### src/rtl/spi_cmd_sequencer.sv
// spi_cmd_sequencer
//   Runs a programmed list of SPI words through spi_controller. Each list
//   entry is one SPI transaction, with a programmable idle gap between
//   entries. The whole list can be repeated several times. Every received
//   word is forwarded to result storage together with its command index.
//
// Ports
//   clk_i, reset_i        clock, synchronous active-high reset
//   kick_i / busy_o       run start pulse / run in progress
//   abort_i               stop once the in-flight SPI transaction completes
//   cmd_we_i/_waddr_i/_wdata_i   command RAM write port (used only while idle)
//   num_cmds_i, loop_count_i, gap_i   run configuration, sampled at kick
//   spi_kick_o, spi_busy_i, spi_din_o, spi_dout_i, spi_dout_valid_i
//                         spi_controller handshake
//   res_data_o, res_idx_o, res_we_o   result write toward result storage
//   done_o                1-cycle end-of-run pulse
//   status_o              [0] aborted, [1] ack timeout; sticky until next run

module spi_cmd_sequencer #(
    parameter int DEPTH_LOG2  = 4,
    parameter int DATA_WIDTH  = 32,
    parameter int ACK_TIMEOUT = 15
) (
    input  logic                  clk_i,
    input  logic                  reset_i,
    input  logic                  kick_i,
    output logic                  busy_o,
    input  logic                  abort_i,
    input  logic                  cmd_we_i,
    input  logic [DEPTH_LOG2-1:0] cmd_waddr_i,
    input  logic [DATA_WIDTH-1:0] cmd_wdata_i,
    input  logic [DEPTH_LOG2:0]   num_cmds_i,
    input  logic [7:0]            loop_count_i,
    input  logic [15:0]           gap_i,
    output logic                  spi_kick_o,
    input  logic                  spi_busy_i,
    output logic [DATA_WIDTH-1:0] spi_din_o,
    input  logic [DATA_WIDTH-1:0] spi_dout_i,
    input  logic                  spi_dout_valid_i,
    output logic [DATA_WIDTH-1:0] res_data_o,
    output logic [DEPTH_LOG2-1:0] res_idx_o,
    output logic                  res_we_o,
    output logic                  done_o,
    output logic [1:0]            status_o
);

    localparam logic [2:0] S_IDLE     = 3'd0;
    localparam logic [2:0] S_FETCH    = 3'd1;
    localparam logic [2:0] S_ISSUE    = 3'd2;
    localparam logic [2:0] S_WAIT_ACK = 3'd3;
    localparam logic [2:0] S_WAIT_END = 3'd4;
    localparam logic [2:0] S_GAP      = 3'd5;
    localparam logic [2:0] S_FINISH   = 3'd6;

    localparam logic [15:0]           TMR_LAST = 16'(ACK_TIMEOUT - 1);
    localparam logic [DEPTH_LOG2-1:0] IDX_INC  = 1;
    localparam logic [DEPTH_LOG2:0]   CNT_INC  = 1;

    logic [DATA_WIDTH-1:0] mem [2**DEPTH_LOG2];

    logic [2:0]            state_q, state_d;
    logic [DEPTH_LOG2-1:0] idx_q, idx_d;
    logic [7:0]            loop_q, loop_d;
    logic [15:0]           gap_cnt_q, gap_cnt_d;
    logic [15:0]           timer_q, timer_d;
    logic [1:0]            status_q, status_d;
    logic                  busy_q, busy_d;
    logic                  abort_q, abort_d;

    logic [DEPTH_LOG2:0]   num_q;
    logic [7:0]            loops_q;
    logic [15:0]           gap_q;
    logic [DATA_WIDTH-1:0] din_q;
    logic [DATA_WIDTH-1:0] res_data_q;
    logic [DEPTH_LOG2-1:0] res_idx_q;
    logic                  res_we_q;

    logic       abort_any;
    logic       idx_more;
    logic       loop_more;
    logic [7:0] loop_max;

    assign abort_any = abort_i | abort_q;
    assign loop_max  = (loops_q == 8'd0) ? 8'd1 : loops_q;
    assign idx_more  = ({1'b0, idx_q} + CNT_INC) < num_q;
    assign loop_more = (loop_q + 8'd1) < loop_max;

    always_comb begin
        state_d   = state_q;
        idx_d     = idx_q;
        loop_d    = loop_q;
        gap_cnt_d = gap_cnt_q;
        timer_d   = timer_q;
        status_d  = status_q;
        busy_d    = busy_q;
        abort_d   = abort_q;

        if (state_q != S_IDLE && abort_i) abort_d = 1'b1;

        case (state_q)
            S_IDLE: begin
                // An empty list still produces a DONE pulse, without ever
                // raising BUSY or touching the SPI side.
                if (kick_i) begin
                    if (num_cmds_i != '0) begin
                        state_d  = S_FETCH;
                        busy_d   = 1'b1;
                        status_d = 2'b00;
                        idx_d    = '0;
                        loop_d   = '0;
                        abort_d  = 1'b0;
                    end else begin
                        state_d = S_FINISH;
                    end
                end
            end
            S_FETCH: begin
                if (abort_any) begin
                    state_d     = S_FINISH;
                    status_d[0] = 1'b1;
                end else begin
                    state_d = S_ISSUE;
                end
            end
            S_ISSUE: begin
                if (abort_any) begin
                    state_d     = S_FINISH;
                    status_d[0] = 1'b1;
                end else begin
                    state_d = S_WAIT_ACK;
                    timer_d = '0;
                end
            end
            S_WAIT_ACK: begin
                if (abort_any) begin
                    state_d     = S_FINISH;
                    status_d[0] = 1'b1;
                end else if (spi_busy_i) begin
                    state_d = S_WAIT_END;
                end else if (timer_q == TMR_LAST) begin
                    state_d     = S_FINISH;
                    status_d[1] = 1'b1;
                end else begin
                    timer_d = timer_q + 16'd1;
                end
            end
            S_WAIT_END: begin
                // Abort is honoured only after the controller goes idle so
                // the in-flight result still reaches result storage.
                if (!spi_busy_i) begin
                    if (abort_any) begin
                        state_d     = S_FINISH;
                        status_d[0] = 1'b1;
                    end else if (idx_more || loop_more) begin
                        if (idx_more) begin
                            idx_d = idx_q + IDX_INC;
                        end else begin
                            idx_d  = '0;
                            loop_d = loop_q + 8'd1;
                        end
                        gap_cnt_d = '0;
                        state_d   = (gap_q == 16'd0) ? S_FETCH : S_GAP;
                    end else begin
                        state_d = S_FINISH;
                    end
                end
            end
            S_GAP: begin
                if (abort_any) begin
                    state_d     = S_FINISH;
                    status_d[0] = 1'b1;
                end else if (gap_cnt_q + 16'd1 == gap_q) begin
                    state_d = S_FETCH;
                end else begin
                    gap_cnt_d = gap_cnt_q + 16'd1;
                end
            end
            S_FINISH: begin
                state_d = S_IDLE;
                busy_d  = 1'b0;
                abort_d = 1'b0;
            end
            default: state_d = S_IDLE;
        endcase
    end

    // Command RAM: writes locked out for the duration of a run.
    always_ff @(posedge clk_i) begin
        if (cmd_we_i && !busy_q) mem[cmd_waddr_i] <= cmd_wdata_i;
    end

    always_ff @(posedge clk_i) begin
        if (reset_i) begin
            state_q    <= S_IDLE;
            idx_q      <= '0;
            loop_q     <= '0;
            gap_cnt_q  <= '0;
            timer_q    <= '0;
            status_q   <= '0;
            busy_q     <= 1'b0;
            abort_q    <= 1'b0;
            num_q      <= '0;
            loops_q    <= '0;
            gap_q      <= '0;
            din_q      <= '0;
            res_data_q <= '0;
            res_idx_q  <= '0;
            res_we_q   <= 1'b0;
        end else begin
            state_q   <= state_d;
            idx_q     <= idx_d;
            loop_q    <= loop_d;
            gap_cnt_q <= gap_cnt_d;
            timer_q   <= timer_d;
            status_q  <= status_d;
            busy_q    <= busy_d;
            abort_q   <= abort_d;

            if (state_q == S_IDLE && kick_i) begin
                num_q   <= num_cmds_i;
                loops_q <= loop_count_i;
                gap_q   <= gap_i;
            end

            // Synchronous RAM read lands in the SPI_DIN register, ready
            // in the ISSUE cycle alongside the kick.
            if (state_q == S_FETCH) din_q <= mem[idx_q];

            res_we_q <= 1'b0;
            if (state_q != S_IDLE && spi_dout_valid_i) begin
                res_data_q <= spi_dout_i;
                res_idx_q  <= idx_q;
                res_we_q   <= 1'b1;
            end
        end
    end

    assign busy_o     = busy_q;
    assign spi_kick_o = (state_q == S_ISSUE) && !abort_any;
    assign spi_din_o  = din_q;
    assign res_data_o = res_data_q;
    assign res_idx_o  = res_idx_q;
    assign res_we_o   = res_we_q;
    assign done_o     = (state_q == S_FINISH);
    assign status_o   = status_q;

endmodule

### config.mk
export PLATFORM = sky130hd
export DESIGN_NAME = spi_cmd_sequencer
export DESIGN_NICKNAME = d
export VERILOG_FILES = /design/src/rtl/spi_cmd_sequencer.sv
export SDC_FILE = /design/constraint.sdc
export NUM_CORES = 1
export LEC_CHECK = 0
export BUFFER_PORTS_ARGS = -buffer_cell sky130_fd_sc_hd__clkbuf_2
export CAP_MARGIN = 20
export CORE_MARGIN = 2
export CORE_UTILIZATION = 50
export DETAILED_ROUTE_END_ITERATION = 10
export HOLD_SLACK_MARGIN = 0.03
export PLACE_DENSITY_LB_ADDON = 0.08
export SYNTH_ARGS = -nofsm -noshare
export SYNTH_HDL_FRONTEND = slang
export SYNTH_SLANG_ARGS = --single-unit
### constraint.sdc
create_clock -name clk_i -period 5.2 [get_ports clk_i]
set_clock_uncertainty 0.05 [all_clocks]
set_input_delay 0.26 -clock clk_i [delete_from_list [all_inputs] [get_ports clk_i]]
set_output_delay 0.26 -clock clk_i [all_outputs]
set_load 0.02 [all_outputs]
==> impl_metrics.json, run 1 <==
{
  "rows": 83,
  "yosysTopAreaCell": "edfxtp_1",
  "synth_area_leaders": "edfxtp_1 (59%), mux4_2 (14%), dfxtp_1 (11%)",
  "place.gp.congestion": 0.837,
  "grt_pass1_vias": 15300,
  "firstDrtPassIters": 5,
  "synth_mux_area_share_pct": 14.0,
  "netlist.area_leader.share_pct": 58.5,
  "htree_levels": 3,
  "slew_headroom_pct": 29.6,
  "clk_latency_ns": 0.60,
  "dp.cells": 2413,
  "antenna_cells": 0,
  "final_min_period_over_clock_period_pct": 68.8,
  "slowest_delay_ns": 0.56,
  "ys_warn_count": 0,
  "synthAdderAreaFrac_pct": 0.762,
  "cp_slowest_cell": "o21ai_1",
  "vias_per_cell": 5.72,
  "r2r_end": "loop_q[5]",
  "synthCells": 1619,
  "path_class": "register to register",
  "grt_max_degree": 114,
  "yosysMostFrequentCell": "edfxtp_1",
  "wl_um": 61400,
  "setup_violations": 0,
  "initial_core_util_pct": 50.9,
  "grt-ovfl-total": 0,
  "p_per_area_nw_per_um2": 410,
  "synth_xor_area_share_pct": 1.40,
  "end_kind": "register",
  "startpoint": "loop_q[0]",
  "port_buffers": 177,
  "worst_pin_slew_ns": 1.06,
  "crit_fanout": 10,
  "cts_setup_buffers": 0,
  "synth_compound_area_share_pct": 4.58,
  "crit_family": "compound AO/OA/AOI/OAI gates",
  "ys_types": 74,
  "yosysSeqAreaShare_pct": 69.9,
  "required_ns": 5.61,
  "hold_viol_final": 0,
  "finalSetupTns_ns": 0,
  "cp.arrival_ns": 3.98,
  "drive_gt1_share_pct": 26.4,
  "drv_cap": 0,
  "clk_path_buf_depth": 3,
  "r2r_cells": 12,
  "clock_sinks": 661,
  "grt_pass1_wl_um": 92300,
  "ir_drop_mv": 0.279,
  "synth_edf_count": 512,
  "slew_viol_final": 0,
  "cts_tree": "yes",
  "synth_nets": 1739,
  "avgRoutedWirePerCell_um": 23.3,
  "clk_pin_slew_ns": 0.06,
  "ys_seq_elements": 661,
  "die_area_um2": 54400,
  "rr_startpoint": "loop_q[0]",
  "path_depth": 12,
  "syn_area_um2": 26300,
  "power_leakage_nw": 10.3,
  "synthArstFlopShare_pct": 0,
  "synthSimpleGateAreaFrac_pct": 7.35,
  "core_area_um2": 51600,
  "drc_errors": 0,
  "period_minus_slack_ns": 3.58,
  "synth_commonest_cells": "edfxtp_1 (512), nand2_1 (231), mux4_2 (160)",
  "die_y_um": 233,
  "place_hpwl_um": 32300,
  "outcome": "finished clean",
  "synth_top_family_by_area": "multiplexers",
  "r2r_slack_ns": 1.62,
  "fp.dieW_um": 233,
  "antenna_found_initial": 1,
  "endpoint": "loop_q[5]",
  "cts_buffers": 70,
  "ys.flop_type": "edfxtp_1",
  "finalNonFillerCells": 2637,
  "syn_to_final_growth_pct": 19.2,
  "rsz0062_at_grt": "no",
  "ant_nets": 0,
  "avgSynthCellArea_um2": 16.2,
  "cp-start-kind": "register",
  "crit_buf_inv": 0,
  "grt_usage_pct": 23.0,
  "min_path_type": "primary input to register",
  "vias": 15100,
  "fin_nets": 2021,
  "cts-root-buf": "clkbuf_16",
  "crit_chain": "nand3_1 > nor3_1 > nand3_1 > xnor2_1 > ha_1 > o21ai_0 > o21ai_0 > o22ai_1 > o21a_1 > o21ai_1 > or2_0 > o32ai_1",
  "fmax_ghz": 0.280,
  "drt_iter0_markers": 1361,
  "boundaryPins": 178,
  "num-fill-cells": 3808
}
[state kept, by name (all words and copies together), names as in the netlist, 5 cells and up]
signal / flops
loop_q: 8
res_data_o: 32
loops_q: 8
gap_cnt_q: 16
mem: 512
timer_q: 16
gap_q: 16
spi_din_o: 32
num_q: 5
[cell usage in the layout, fill, tap and decap left out, types with 29 or more instances in the layout]
cell,Yosys,routed
dlygate4sd3_1,1,95
inv_1,29,29
clkbuf_2,0,176
a21oi_1,123,123
clkbuf_16,0,71
mux4_2,160,160
nand2_1,231,231
dfxtp_1,149,145
edfxtp_1,512,512
xnor2_1,33,33
nor2_1,49,37
[how the worst min path moves through the flow]
stage / end / startpoint / cells after the start
after floorplan: mem[0][0] / cmd_wdata_i[0] / 0
after global placement: res_data_o[3] / res_data_o[3] / 2
after detailed placement: res_data_o[1] / res_data_o[1] / 2
after CTS: state_q[0] / kick_i / 4
after global routing: state_q[0] / kick_i / 4
final: state_q[0] / kick_i / 4
[worst register-to-register path, cell delays in order (launching register included)]
cell and delay, ns:
dfxtp_1 0.41, nand3_1 0.19, nor3_1 0.44, nand3_1 0.16
xnor2_1 0.17, ha_1 0.31, o21ai_0 0.11, o21ai_0 0.17
o22ai_1 0.13, o21a_1 0.22, o21ai_1 0.56, or2_0 0.37
o32ai_1 0.15
[per-stage QoR]
step           worst slack, ns  util [%]  total power, mW  area (um2)  hold slack, ns
6_report                  1.62      60.6             12.8       31300           0.104
5_1_grt                   1.19      60.6             13.3       31300           0.106
4_1_cts                   1.67      60.6             12.9       31300          0.0510
3_5_place_dp              1.68      54.2             7.81       28000           0.396
3_3_place_gp              1.77      54.1             7.74       27900           0.392
2_1_floorplan             1.55         -             7.19       26300           0.309
[logic make-up after synthesis]
logic type / after synthesis
buffers and inverters: 120
DFF: 661
muxes: 166
xor gates and xnor gates: 42
and+or+nand+nor: 410
AOI/OAI and AO/OA: 204
adders and majority gates: 16
[layer usage]
metal  GRT usage, %  vias up  part of all wire, %
met3           4.03      122                  4.8
met1           29.2     7681                   41
met2           40.6      418                   52
met5              0        -                0.020
li1               -     6856                    -
met4           6.67        2                  2.4
[area by class of cell]
cell class	instances	area, um2	share of cell area, %
inverters	29	109	0.348
well taps	680	851	2.72
multi-input cells	838	7480	23.9
clock buffers	98	2000	6.39
clock inverters	30	363	1.16
flip-flops and latches	661	18400	58.7
repair buffers	301	2120	6.78
[what timing repair did]
| action | in CTS | in global routing |
|---|---|---|
| gates resized for setup | 0 | 0 |
| endpoints found under the hold margin | 570 | 0 |
| hold buffers | 95 | 0 |
[power breakdown]
group | switching, mW | internal, mW
sequential | 0.195 | 5.93
clock | 2.04 | 3.01
combinational | 1.07 | 0.579
total | 3.30 | 9.52
No activity file was read; power rests on OpenSTA's default activity.
==> inputs of run 2 (changes only) <==
Clock period 5.2 ns to 3.2 ns, I/O delays scaled along.
==> run 2 against run 1 <==
  * First-iteration DRC count fell by 1.8%
  * Sequential cell count is the same
  * Sequential share of layout area shrank 0.44 points
  * Core utilization up 0.45 points
  * Register-to-register slack got worse by 1.4 ns
  * Hold slack lost 0.047 ns
  * Non-clock buffer count up 31
  * Total power increased by 61%
  * Routed wire length up 1.6%
  * Critical path type unchanged
  * Critical endpoint is now gap_cnt_q[1]
==> impl_metrics.json, run 2 (synthesis results as in run 1) <==
{
  "grt-ovfl-total": 0,
  "p_per_area_nw_per_um2": 653,
  "clk_path_buf_depth": 3,
  "drc_errors": 0,
  "clk_latency_ns": 0.60,
  "finish.utilization_pct": 61.1,
  "crit_fanout": 15,
  "syn_to_final_growth_pct": 20.0,
  "place_hpwl_um": 34500,
  "drv_cap": 0,
  "die_y_um": 233,
  "core_area_um2": 51600,
  "combPwrFrac_pct": 13.7,
  "grt_pass1_vias": 15500,
  "largest_reg_flops": 512,
  "crit_buf_inv": 3,
  "cp-start-kind": "register",
  "cts_setup_buffers": 0,
  "power_leakage_nw": 10.4,
  "place_area_um2": 28300,
  "layout_commonest_cell": "edfxtp_1",
  "min_path_type": "primary input to register",
  "hold_ws_ns": 0.0574,
  "required_ns": 3.63,
  "drive_gt1_share_pct": 27.4,
  "antenna_cells": 0,
  "grt_pass1_wl_um": 92800,
  "crit_family": "simple AND/OR/NAND/NOR gates",
  "period_minus_slack_ns": 2.98,
  "path_class": "register to register",
  "cts-root-buf": "clkbuf_16",
  "p_switching_mw": 5.40,
  "firstDrtPassIters": 7,
  "port_buffers": 177,
  "hold_viol_final": 0,
  "crit_chain": "nand3_1 > nor3_1 > buf_4 > nand3_1 > xnor2_1 > ha_1 > nand4_1 > a21oi_1 > o22ai_2 > or2_2 > a21oi_4 > buf_12 > nor3_2 > buf_4 > mux2i_1",
  "cts_buffers": 70,
  "avgRoutedWirePerCell_um": 23.4,
  "slew_headroom_pct": 27.1,
  "top_register": "mem",
  "clk_pin_slew_ns": 0.06,
  "layout_common_cells": "edfxtp_1 (512), nand2_1 (231), clkbuf_2 (176)",
  "seqPwrFrac_pct": 48.0,
  "fp.dieW_um": 233,
  "ant_nets": 0,
  "place.gp.congestion": 0.850,
  "setup_violations": 0,
  "rows": 83,
  "clock_sinks": 661,
  "rsz0062_at_grt": "no",
  "vias": 15300,
  "fin_nets": 2052,
  "dp.cells": 2443,
  "internal_power_mw": 15.2,
  "end_kind": "register",
  "grt_max_degree": 131,
  "die_area_um2": 54400,
  "wl_um": 62400,
  "slew_viol_final": 0,
  "cts_tree": "yes",
  "netSwitchingFraction_pct": 26.2,
  "finalNonFillerCells": 2668,
  "power_frac_clock_pct": 38.3,
  "drt_iter0_markers": 1337,
  "final_min_period_over_clock_period_pct": 93.2,
  "boundaryPins": 178,
  "grt_usage_pct": 23.2,
  "ir_drop_mv": 0.587,
  "cp_slowest_cell": "dfxtp_1",
  "vias_per_cell": 5.73,
  "htree_levels": 3,
  "cp.arrival_ns": 3.42,
  "post-route-cell-area_um2": 31500,
  "worst_pin_slew_ns": 1.09,
  "outcome": "finished clean",
  "num-fill-cells": 3821,
  "finalSetupTns_ns": 0,
  "fmax_ghz": 0.335,
  "initial_core_util_pct": 50.9,
  "slowest_delay_ns": 0.36,
  "antenna_found_initial": 1
}
-- run 2: per-layer routing --
layer | GRT usage, % | vias up | routed length (um)
met1 | 30.0 | 7815 | 25400
li1 | - | 6937 | -
met4 | 6.91 | 2 | 1660
met3 | 3.74 | 109 | 3070
met5 | 0 | - | 11
met2 | 40.4 | 432 | 32300
-- run 2: worst min-delay path, stage by stage --
cell and delay [ns]:
clkbuf_2 0.09, nand2_1 0.04, buf_4 0.24, nor2_1 0.12
-- run 2: area by class of cell --
type	count	area, um2	share of cell area [%]
multi-input cells	838	7530	23.9
inverters	29	109	0.345
repair buffers	332	2420	7.68
clock buffers	97	1950	6.20
flip-flops and latches	661	18400	58.3
clock inverters	31	293	0.929
well taps	680	851	2.70
-- run 2: through the flow --
stage	total power, mW	worst slack, ns
finish	20.6	0.217
global route	21.4	0.0149
CTS	20.7	0.0810
detailed placement	12.8	0.116
global placement	12.7	0.113
floorplan	11.7	0.0731
-- run 2: final timing paths --
check	depth (start not counted)	from	end	slack (ns)
setup / recovery	15	loop_q[0]	gap_cnt_q[1]	0.22
hold / removal	4	spi_dout_valid_i	res_we_o	0.06
setup reg to reg	15	loop_q[0]	gap_cnt_q[1]	0.22
hold reg to reg	2	res_data_o[7]	res_data_o[7]	0.40
-- run 2: power by group through the flow --
| stage | clock network (mW) | registers [mW] | logic (mW) |
|---|---|---|---|
| after global placement | 0 | 10.1 | 2.68 |
| after detailed placement | 0 | 10.1 | 2.70 |
| after CTS | 8.04 | 9.89 | 2.81 |
| after floorplan | 0 | 10.2 | 1.47 |
| after global routing | 8.36 | 9.93 | 3.08 |
| final | 7.88 | 9.90 | 2.81 |
-- run 2: what timing repair did --
action	CTS	global route
endpoints found under the setup margin	0	23
endpoints found under the hold margin	602	0
hold buffers	97	0
resized for setup	0	11
